### config.mk
export PLATFORM = sky130hd
export DESIGN_NAME = id_ex_pipe
export DESIGN_NICKNAME = d
export VERILOG_FILES = /design/src/rtl/id_ex_pipe.sv
export SDC_FILE = /design/constraint.sdc
export NUM_CORES = 1
export LEC_CHECK = 0
export BUFFER_PORTS_ARGS = -buffer_cell sky130_fd_sc_hd__buf_2
export CORE_AREA = 4 4 123 125
export CTS_BUF_LIST = sky130_fd_sc_hd__clkbuf_4 sky130_fd_sc_hd__clkbuf_8
export DETAILED_ROUTE_END_ITERATION = 7
export DIE_AREA = 0 0 127 129
export PLACE_DENSITY = 0.79
export RECOVER_POWER = 50
export SYNTH_ARGS = -nofsm -noshare
export SYNTH_HDL_FRONTEND = slang
export SYNTH_SLANG_ARGS = --single-unit
### constraint.sdc
create_clock -name clk -period 4.8 [get_ports clk]
set_clock_uncertainty 0.2 [all_clocks]
set_input_delay 0.48 -clock clk [delete_from_list [all_inputs] [get_ports clk]]
set_output_delay 0.48 -clock clk [all_outputs]
set_load 0.01 [all_outputs]
### src/rtl/id_ex_pipe.sv
// id_ex_pipe: ID/EX pipeline register with load-use hazard detection.
//
// Sits directly behind the decode-stage register file and main control unit.
// Each cycle it either captures the decode instruction for EXECUTE or loads a
// bubble (on flush or load-use hazard). A saturating counter tracks the number
// of stall cycles since reset.
//
// Ports:
//   clk, rst_n            rising-edge clock, asynchronous active-low reset
//   flush                 kill the instruction entering EX this cycle
//   id_valid .. id_ex     decode-stage instruction fields and control bundles
//   stall                 combinational; hold PC and IF/ID this cycle
//   ex_valid .. ex_ex     latched fields for the EXECUTE stage
//   stall_cnt             saturating count of cycles with stall=1
module id_ex_pipe #(
  parameter int DW   = 32,
  parameter int CNTW = 16
) (
  input  logic            clk,
  input  logic            rst_n,
  input  logic            flush,
  input  logic            id_valid,
  input  logic [DW-1:0]   id_npc,
  input  logic [DW-1:0]   id_a,
  input  logic [DW-1:0]   id_b,
  input  logic [15:0]     id_imm,
  input  logic [4:0]      id_rs,
  input  logic [4:0]      id_rt,
  input  logic [4:0]      id_rd,
  input  logic [1:0]      id_wb,
  input  logic [2:0]      id_m,
  input  logic [3:0]      id_ex,
  output logic            stall,
  output logic            ex_valid,
  output logic [DW-1:0]   ex_npc,
  output logic [DW-1:0]   ex_a,
  output logic [DW-1:0]   ex_b,
  output logic [DW-1:0]   ex_imm,
  output logic [4:0]      ex_rs,
  output logic [4:0]      ex_rt,
  output logic [4:0]      ex_rd,
  output logic [1:0]      ex_wb,
  output logic [2:0]      ex_m,
  output logic [3:0]      ex_ex,
  output logic [CNTW-1:0] stall_cnt
);

  logic hazard;

  function automatic logic [CNTW-1:0] sat_inc(input logic [CNTW-1:0] v);
    if (&v) return v;
    return v + {{(CNTW-1){1'b0}}, 1'b1};
  endfunction

  function automatic logic signed [DW-1:0] sext_imm(input logic signed [15:0] v);
    return {{(DW-16){v[15]}}, v};
  endfunction

  // Load in EX whose destination (rt) feeds the decode instruction. $0 never
  // carries a real dependency, so it is excluded.
  always_comb begin
    hazard = ex_valid & ex_m[1] & id_valid & (ex_rt != 5'd0) &
             ((ex_rt == id_rs) | (ex_rt == id_rt));
    stall  = hazard & ~flush;
  end

  // ---- ID -> EX stage boundary ----
  // Flush and hazard both load an all-zero bubble; when both are present the
  // flush dominates only in that stall stays low (see the stall equation).
  always_ff @(posedge clk or negedge rst_n) begin
    if (!rst_n) begin
      ex_valid <= 1'b0;
      ex_npc   <= '0;
      ex_a     <= '0;
      ex_b     <= '0;
      ex_imm   <= '0;
      ex_rs    <= '0;
      ex_rt    <= '0;
      ex_rd    <= '0;
      ex_wb    <= '0;
      ex_m     <= '0;
      ex_ex    <= '0;
    end else if (flush | hazard) begin
      ex_valid <= 1'b0;
      ex_npc   <= '0;
      ex_a     <= '0;
      ex_b     <= '0;
      ex_imm   <= '0;
      ex_rs    <= '0;
      ex_rt    <= '0;
      ex_rd    <= '0;
      ex_wb    <= '0;
      ex_m     <= '0;
      ex_ex    <= '0;
    end else begin
      ex_valid <= id_valid;
      ex_npc   <= id_npc;
      ex_a     <= id_a;
      ex_b     <= id_b;
      ex_imm   <= sext_imm(id_imm);
      ex_rs    <= id_rs;
      ex_rt    <= id_rt;
      ex_rd    <= id_rd;
      ex_wb    <= id_wb;
      ex_m     <= id_m;
      ex_ex    <= id_ex;
    end
  end

  always_ff @(posedge clk or negedge rst_n) begin
    if (!rst_n)     stall_cnt <= '0;
    else if (stall) stall_cnt <= sat_inc(stall_cnt);
  end

endmodule

==> results summary <==
The utilization after layout came out at 0.523. STA classifies the critical path endpoint as a flop. For the pin with the worst max-slew slack, the measured transition is 1.03 ns. For this run, the detailed router's first-pass iteration total came to 4. The final layout net count is 841.

The number of instances resized during post-cts repair is 0. IR analysis of the VDD net gives a maximum drop of 198 uV. The Yosys step of the flow raised 0 warnings.

The worst hold margin is 0.0493 ns. The total chip power came out at 2.55 mW. In the synthesized netlist, the number of instances is 403. The die outline height is 129 um. The mapped netlist covers 5550 um^2.

The placed wire-length estimate is 10.2 mm. The share of the Yosys chip area taken by registers is 0.690. The total power divided by cell area came out at 351 nW/um^2. The cell area after layout came out at 7260 um^2. CTS placed an instance of sky130_fd_sc_hd__clkbuf_8 at the clock tree root. TritonCTS built the clock tree. The floorplan step defined a die boundary enclosing 16400 um^2. Setup repair after global routing left no endpoint under its margin. Entering global routing, the biggest net connects 138 pins. The library cell contributing the largest single delay on the critical path is sky130_fd_sc_hd__o31a_4.

For the worst flop-to-flop path, the logic depth is 5. The clock network latency to the later pin of the worst-skew pair came out at 0.43 ns. During placement, the flow inserted port buffers numbering 309. The x dimension of the die came out at 127 um.

The via count of the first global-routing pass is 4072. The growth of design area from synthesis to finish is 30.7%. The clock buffer count from CTS came out at 17. In the global route stage, overall resource usage came out at 0.167. The signal on the critical path passes through xor2_1, nor2_1, a22oi_2, o31a_4, and2_1. The first global-routing pass estimated 21.0 mm of wire. The vias per cell came out at 4.37. The register bit count reported by yosys came out at 153. The standard cell core area is 13900 um^2.

Once layout is complete, the cells apart from fillers number 893. For this configuration, the core starts out at a cell density of 0.400. The worst path needs 2.83 ns of the cycle, external delays included. The worst hold-check path type is in2reg. The synthesized area per cell came out at 13.8 um^2. The synthesized netlist net count is 544. The clock passes through at most 2 buffers. The family with the most delay on the worst path is compound AO/OA/AOI/OAI gates. The detailed router finished its first iteration with 213 violations. The number of gates on the worst path with buffers counted is 5. The instance area at placement is 7060 um^2. The detailed-route wire length per cell came out at 15.6 um. Before CTS, the worst setup slack after placement is 1.84 ns. The number of placement rows came out at 43. The post-route DRC violation count came out at 0. At the end of routability-driven placement, the weighted congestion stood at 0.790. The cell count after placement came out at 860. The setup path with the least slack is of type reg2reg. The maximum level of the CTS H-tree is 4. The flow ran to the end, and the final reports show no timing, DRC or antenna violations. The count of different cell masters after synthesis came out at 28. The required time of the worst setup path came out at 4.95 ns.

The flop-to-flop setup slack came out at 1.97 ns. The source of the worst register-to-register timing path is ex_rt[3]. The repair_antennas step left the layout with diodes totalling 0. Max-cap violations in this run came to 0. The buffer and inverter count on the worst path is 0. In this run the remaining antenna-violating nets after routing total 0.

The final-report hold violation count came out at 0. The setup TNS came out at 0 ns. The worst hold path begins at id_a[22]. The final-report setup violation count came out at 0.

The global route total overflow is 0. The kind of start point of the critical path is a flop. In this run the count of I/O pins placed on the die edge is 310.

The number of vias after detailed routing came out at 3901. The relative max-transition margin came out at 0.315. The number of max-slew violations in the final report came out at 0. The fraction of layout cells with a size suffix above 1 came out at 0.272. The analysis attributes to cell leakage a power of 3.61 nW. In this design, the stage delay of the slowest critical-path cell is 0.84 ns. The endpoint of the worst setup timing path is ex_imm[11]. The origin of the worst setup path is ex_rt[3]. Derived from the worst setup path, the maximum achievable clock frequency is 353 MHz. The total length of routed wires is 13.9 mm. Clock-pin slew was measured on the worst setup and hold paths at 0.08 ns. The initial antenna violation count is 2. The slack of the critical path is 1.97 ns. The critical register-to-register path endpoint is ex_imm[11]. The clock sink count is 153.

Of the available clock period, the critical path in the final layout requires 0.590. The peak fanout along the critical path is 137. For the worst setup path, the data arrival time is 2.99 ns.
synth_stat cells (all sizes together):
| master | number | share of area |
|---|---|---|
| nor4b | 2 | 0.0032 |
| a22oi | 1 | 0.0023 |
| nand2 | 7 | 0.0047 |
| nor4 | 8 | 0.0090 |
| mux2 | 2 | 0.0041 |
| and4 | 1 | 0.0016 |
| or4 | 1 | 0.0014 |
| xnor2 | 1 | 0.0016 |
| or4b | 1 | 0.0018 |
| dfrtp | 153 | 0.69 |
| o31ai | 1 | 0.0038 |
| or3 | 3 | 0.0034 |
| o31a | 1 | 0.0018 |
| ha | 1 | 0.0023 |
| clkbuf | 1 | 0.00068 |
| buf | 33 | 0.052 |
| nor2 | 6 | 0.0041 |
| inv | 1 | 0.00068 |
| and2 | 137 | 0.15 |
| xor2 | 23 | 0.036 |
| nor3 | 7 | 0.0081 |
| nand4 | 6 | 0.0068 |
| o21ba | 1 | 0.0018 |
| nand3 | 5 | 0.0045 |
cell families after synthesis:
group,Yosys count,synth area share
AND/OR/NAND/NOR,184,0.203
buffers and inverters,35,0.0536
adder cells (fa/ha/maj),1,0.00225
multiplexers,2,0.00406
flip-flops,153,0.690
AO/OA/AOI/OAI,4,0.00969
XOR/XNOR,24,0.0379
worst register-to-register path, cell delays in order (launching register included):
cell and delay (ns):
sky130_fd_sc_hd__dfrtp_1 0.44, sky130_fd_sc_hd__xor2_1 0.20, sky130_fd_sc_hd__nor2_1 0.08, sky130_fd_sc_hd__a22oi_2 0.65, sky130_fd_sc_hd__o31a_4 0.85, sky130_fd_sc_hd__and2_1 0.36
cell type report:
type	count	area (um^2)
multi-input cells	215	1430
clock inverters	9	88.8
well taps	180	225
repair buffers	312	1380
inverters	1	3.75
flip-flops and latches	153	3830
fillers	1307	6620
clock buffers	23	298
per-layer routing:
metal | up-vias | share of wire | GRT usage
li1 | 1854 | - | -
met3 | 26 | 0.093 | 0.0689
met1 | 1834 | 0.38 | 0.193
met4 | 4 | 0.019 | 0.0587
met2 | 183 | 0.51 | 0.283
met5 | - | 0.0024 | 0
where the power goes:
| part | switching, mW | internal, mW | leakage (nW) |
|---|---|---|---|
| sequential | 0.0225 | 1.35 | 1.99 |
| combinational | 0.142 | 0.104 | 1.42 |
| clock | 0.462 | 0.471 | 0.193 |
state kept, by name (all words and copies together), names as in the netlist:
| name | cells |
|---|---|
| ex_m | 3 |
| ex_rt | 5 |
| ex_a | 32 |
| ex_rd | 5 |
| ex_npc | 32 |
| ex_ex | 4 |
| ex_valid | 1 |
| ex_wb | 2 |
| ex_rs | 5 |
| stall_cnt | 16 |
| ex_imm | 16 |
| ex_b | 32 |
what timing repair did:
| action | 4_1_cts | 5_1_grt |
|---|---|---|
| hold endpoints to repair | 56 | 0 |
| hold buffers | 1 | 0 |
| setup buffers | 0 | 0 |
worst min path at each step:
stage / to / slack, ns / cells past startpoint
floorplan: ex_a[0] / -0.02 / 0
global placement: ex_npc[26] / 0.28 / 1
detailed placement: ex_a[31] / 0.28 / 1
CTS: ex_a[22] / 0.01 / 2
global route: ex_ex[3] / 0.01 / 2
finish: ex_a[22] / 0.05 / 2
layout by cell type, fill, tap and decap left out, drive strengths merged, types with 2 or more instances in the layout:
master	n
nand4	6
nand3	5
and2	137
nor3	7
nand2	7
clkbuf	180
clkinvlp	3
buf	154
inv	3
mux2	2
xor2	23
nor4b	2
dfrtp	153
nor4	8
nor2	6
or3	3
clkinv	3
No activity file was read; power rests on OpenSTA's default activity.
